==> src/rtl/afifo_burst_reader.sv <==
// Read-domain burst consumer: pops a requested number of words from an async FIFO
// into a 2-entry queue and streams them out as valid/ready. Optional: AFIFO_RD_STALL_STATS_EN.
module afifo_burst_reader #(
  parameter int DSIZE = 8,
  parameter int LSIZE = 8
) (
  input  logic             rd_clk,
  input  logic             rd_rst,
  input  logic             rd_empty,
  input  logic [DSIZE-1:0] rd_data,
  output logic             rd_inc,
  input  logic             start,
  input  logic [LSIZE-1:0] burst_len,
  input  logic             abort,
  output logic [DSIZE-1:0] out_data,
  output logic             out_valid,
  input  logic             out_ready,
  output logic             busy,
  output logic             done,
  output logic [LSIZE-1:0] rd_count
`ifdef AFIFO_RD_STALL_STATS_EN
  ,
  output logic [15:0]      stall_cnt
`endif
);

  typedef enum logic [1:0] {S_IDLE, S_READ, S_DRAIN, S_DONE} state_t;

  state_t           state;
  logic [LSIZE-1:0] remaining;
  logic [1:0]       occ;
  logic [DSIZE-1:0] q1;
  logic             pop;

  assign pop       = out_valid & out_ready;
  assign out_valid = (occ != 2'd0);
  assign busy      = (state != S_IDLE);
  assign done      = (state == S_DONE);

  // Pop only when there is both a word in the FIFO and room in the queue.
  assign rd_inc = (state == S_READ) & ~rd_empty & (remaining != '0) & ~abort &
                  (occ != 2'd2);

  always_ff @(posedge rd_clk or negedge rd_rst) begin
    if (!rd_rst) begin
      state     <= S_IDLE;
      remaining <= '0;
      rd_count  <= '0;
    end else begin
      case (state)
        S_IDLE: begin
          if (start) begin
            rd_count <= '0;
            if (burst_len != '0) begin
              remaining <= burst_len;
              state     <= S_READ;
            end else begin
              state <= S_DONE;
            end
          end
        end
        S_READ: begin
          if (abort) begin
            remaining <= '0;
            state     <= S_DRAIN;
          end else if (rd_inc) begin
            remaining <= remaining - 1'b1;
            rd_count  <= rd_count + 1'b1;
            if (remaining == LSIZE'(1)) state <= S_DRAIN;
          end
        end
        S_DRAIN: begin
          if (occ == 2'd0 && !rd_inc) state <= S_DONE;
        end
        S_DONE:  state <= S_IDLE;
        default: state <= S_IDLE;
      endcase
    end
  end

  // out_data is the queue head; q1 holds the second entry when occ==2.
  always_ff @(posedge rd_clk or negedge rd_rst) begin
    if (!rd_rst) begin
      occ      <= 2'd0;
      out_data <= '0;
      q1       <= '0;
    end else begin
      case ({rd_inc, pop})
        2'b10: begin
          if (occ == 2'd0) out_data <= rd_data;
          else             q1       <= rd_data;
          occ <= occ + 2'd1;
        end
        2'b01: begin
          out_data <= q1;
          occ      <= occ - 2'd1;
        end
        2'b11: begin
          if (occ == 2'd2) begin
            out_data <= q1;
            q1       <= rd_data;
          end else begin
            out_data <= rd_data;
          end
        end
        default: ;
      endcase
    end
  end

`ifdef AFIFO_RD_STALL_STATS_EN
  always_ff @(posedge rd_clk or negedge rd_rst) begin
    if (!rd_rst) begin
      stall_cnt <= '0;
    end else if (state == S_IDLE && start) begin
      stall_cnt <= '0;
    end else if (state == S_READ && remaining != '0 && (rd_empty || occ == 2'd2) &&
                 stall_cnt != 16'hFFFF) begin
      stall_cnt <= stall_cnt + 16'd1;
    end
  end
`endif

endmodule

==> config.mk <==
export PLATFORM = sky130hd
export DESIGN_NAME = afifo_burst_reader
export DESIGN_NICKNAME = d
export VERILOG_FILES = /design/src/rtl/afifo_burst_reader.sv
export SDC_FILE = /design/constraint.sdc
export NUM_CORES = 1
export LEC_CHECK = 0
export ABC_AREA = 0
export CORE_MARGIN = 8
export CORE_UTILIZATION = 51
export CTS_BUF_LIST = sky130_fd_sc_hd__clkbuf_8 sky130_fd_sc_hd__clkbuf_16
export CTS_CLUSTER_DIAMETER = 40
export DETAILED_ROUTE_END_ITERATION = 8
export GPL_ROUTABILITY_DRIVEN = 0
export PLACE_DENSITY = 0.81
export SYNTH_ARGS = -nofsm -noshare
export SYNTH_HDL_FRONTEND = slang
export SYNTH_SLANG_ARGS = --single-unit
==> constraint.sdc <==
create_clock -name rd_clk -period 3.24 [get_ports rd_clk]
set_input_delay 0.81 -clock rd_clk [delete_from_list [all_inputs] [get_ports rd_clk]]
set_output_delay 0.81 -clock rd_clk [all_outputs]
set_load 0.01 [all_outputs]
==> impl_metrics.json <==
{
  "timing.hold.worst.class": "register to register",
  "cp_slowest_stage_delay_ns": 0.45,
  "finalCritPeriodShare_pct": 89.6,
  "place_area_sq_um": 2520,
  "ys_warns": 0,
  "report.final.slew_viol_count": 0,
  "num_antenna_cells": 0,
  "drt_first_iter_violations": 137,
  "postSynthCellCount": 208,
  "cts_hold_buf": 0,
  "synth_area_leader_cell": "sky130_fd_sc_hd__dfrtp_1",
  "cts_tree": "yes",
  "worstPathCellList": "clkdlybuf4s50_1 > nand2b_4 > a2111o_1 > inv_2 > buf_4 > ha_1 > a21oi_1 > nor2_1 > a22oi_1 > a21oi_1",
  "fill_cells": 334,
  "hold_ws_ns": 0.495,
  "post-place-ws_ns": 0.0268,
  "post_syn_area_per_cell_sq_um": 9.90,
  "synth_area_leaders": "sky130_fd_sc_hd__dfrtp_1 44%, sky130_fd_sc_hd__ha_1 6.1%, sky130_fd_sc_hd__nor2_1 5.3%",
  "synth-seq-area-share_pct": 43.8,
  "ios": 42,
  "total_vias_in_the_final_route": 1728,
  "grt_first_pass_wirelength_microns": 8060,
  "report.final.setup_viol": 0,
  "timing_worst_setup_path_type": "primary input to register",
  "critical_path.endpoint_type": "register",
  "grt_start_max_net_pins": 37,
  "cts_max_path_buffers": 2,
  "timing.final.hold_violations": 0,
  "multi_input_area_sq_um": 1050,
  "run_status": "complete, no violations",
  "arrival_ns": 3.12,
  "rsz0062_at_grt": "no",
  "drc_errors": 0,
  "routed_wl_microns": 4670,
  "critPathSlowestCell": "sky130_fd_sc_hd__nor2_1",
  "max_slew_margin_pct": 37.4,
  "gr-total-overflow": 0,
  "synthesis.area_sq_um": 2060,
  "worstPathBufferInverterCount": 3,
  "route.detailed.vias_per_inst": 5.65,
  "gr-usage-all-layers_pct": 15.8,
  "die-height_microns": 79.5,
  "synth-async-reset-ratio_pct": 100,
  "syn-num-nets": 240,
  "synth_edf_count": 0,
  "worst_path_dominant_cell_family": "compound AO/OA/AOI/OAI gates",
  "worst-endpoint-required_ns": 3.45,
  "layout-drive-gt1-share_pct": 11.3,
  "cts_buffers": 5,
  "path_clk_slew_ns": 0.07,
  "hpwlAfterDp_microns": 3500,
  "finalClockSkew_ns": 0.00637,
  "fin_setup_tns_ns": 0,
  "clk_latency_ns": 0.28,
  "yosysTopAreaCellShare_pct": 43.8,
  "power_per_standard_cell_area_nw_per_um2": 861,
  "clockRootBuffer": "sky130_fd_sc_hd__clkbuf_8",
  "most_common_library_cell_in_the_layout_ignoring_fill_and_taps": "sky130_fd_sc_hd__clkdlybuf4s50_1",
  "fmax_ghz": 0.345,
  "cts-htree-levels": 2,
  "mostFrequentLayoutCells": "40 x sky130_fd_sc_hd__clkdlybuf4s50_1, 36 x sky130_fd_sc_hd__dfrtp_1, 29 x sky130_fd_sc_hd__nor2_1, 17 x sky130_fd_sc_hd__a21oi_1, 13 x sky130_fd_sc_hd__inv_1",
  "grt_pass1_vias": 1698,
  "cts_setup_buffers": 0,
  "critical_path.max_fanout": 8,
  "setup.worst_path.start_class": "primary input",
  "clock-sinks": 36,
  "crit_top_cell": "sky130_fd_sc_hd__a21oi_1",
  "nNetsFinal": 287,
  "final_cell_area_sq_um": 2630,
  "seqCellArea_sq_um": 901,
  "total_leakage_power_uw": 0.00115,
  "postLayoutSetupSlackWorst_ns": 0.337,
  "post-layout-total-power_uw": 2270,
  "synth.ff_latch_count": 36,
  "initial_antenna_violation_count": 0,
  "synthDistinctLibCells": 48,
  "post-route-min-period_ns": 2.90,
  "drt-wirelength-per-cell_microns": 15.2,
  "ys.flop_type": "sky130_fd_sc_hd__dfrtp_1",
  "floorplan.initialDensity_pct": 52.2,
  "rows": 23,
  "irDropWorstVdd_uv": 433,
  "drt-pass1-iter-count": 4,
  "flow.area_growth_from_synthesis_pct": 27.9,
  "drv_cap": 0,
  "die_area_sq_um": 6320,
  "max_slew.worst_pin.slew_ns": 0.935,
  "place.port_buffers": 41,
  "placeableCoreArea_sq_um": 3940,
  "ant_nets": 0,
  "width_of_the_chip_microns": 79.5
}
-- through the flow --
step / utilization, % / instances
global route: 66.8 / 306
global placement: 64.0 / 298
detailed placement: 64.0 / 298
finish: 66.8 / 306
CTS: 66.7 / 306
floorplan: - / 208
-- sequential cells by signal (all words and copies together), names as in the netlist --
register,count
out_data,8
q1,8
rd_count,8
remaining,8
occ,2
state,2
-- routing by layer --
metal,up-vias,part of all wire [%],global-route usage [%]
met1,843,43,19.3
li1,837,-,-
met3,6,3.9,3.15
met5,-,0,0
met4,0,1.4,6.11
met2,42,52,26.7
-- path summary, 6_finish.rpt --
check	cells after the start	slack (ns)	endpoint	start
setup / recovery	10	0.34	out_data[7]	abort
hold / removal	1	0.49	occ[1]	occ[1]
setup reg to reg	10	0.38	q1[7]	remaining[0]
hold reg to reg	1	0.49	occ[1]	occ[1]
max in group asynchronous	2	1.97	remaining[4]	rd_rst
min in group asynchronous	2	0.95	state[1]	rd_rst
-- synthesized netlist by cell type, types with 2 or more instances --
cell type and n:
sky130_fd_sc_hd__a21oi_1 17, sky130_fd_sc_hd__a22oi_1 10, sky130_fd_sc_hd__a31oi_1 3, sky130_fd_sc_hd__a32oi_1 2, sky130_fd_sc_hd__buf_6 3, sky130_fd_sc_hd__clkbuf_1 2, sky130_fd_sc_hd__dfrtp_1 36, sky130_fd_sc_hd__ha_1 10
sky130_fd_sc_hd__inv_1 12, sky130_fd_sc_hd__mux2_2 8, sky130_fd_sc_hd__nand2_1 8, sky130_fd_sc_hd__nand3_1 4, sky130_fd_sc_hd__nand4_1 3, sky130_fd_sc_hd__nor2_1 29, sky130_fd_sc_hd__nor2b_1 4, sky130_fd_sc_hd__nor3_1 5
sky130_fd_sc_hd__nor4_1 2, sky130_fd_sc_hd__nor4_4 2, sky130_fd_sc_hd__o211ai_1 2, sky130_fd_sc_hd__o21ai_0 9, sky130_fd_sc_hd__or3_1 2, sky130_fd_sc_hd__xnor2_1 7, sky130_fd_sc_hd__xor2_1 3
-- worst register-to-register path: cells and delay by family (launching register included) --
kind,cells,cell delay [ns]
compound gates,3,0.85
fa+ha+maj,2,0.42
flops,1,0.42
mux,1,0.39
simple gates,1,0.36
buf+inv,3,0.30
-- area by class of cell --
class,count,share of cell area [%]
Inverter,14,2.00
Timing Repair Buffer,47,17.4
Clock buffer,5,2.61
Tap cell,50,2.38
Multi-Input combinational cell,151,39.9
Clock inverter,3,1.47
Sequential cell,36,34.2
-- cells by family after synthesis --
family	after synthesis	synth area share (%)
xor gates and xnor gates	10	4.26
DFF	36	43.8
muxes	9	4.86
buffers and inverters	21	5.17
AOI/OAI and AO/OA	54	17.4
and+or+nand+nor	68	18.5
adders and majority gates	10	6.08
-- power by group --
group          internal (uW)  switching, uW
Sequential               638            145
Combinational            512            595
Clock                    225            153
Total                   1370            893
-- repair_timing --
action / in CTS / in global routing
endpoints found under the hold margin: 0 / 0
resized for setup: 0 / 1
setup endpoints to repair: 0 / 1
Note: power is estimated with default switching activity, not from simulation.
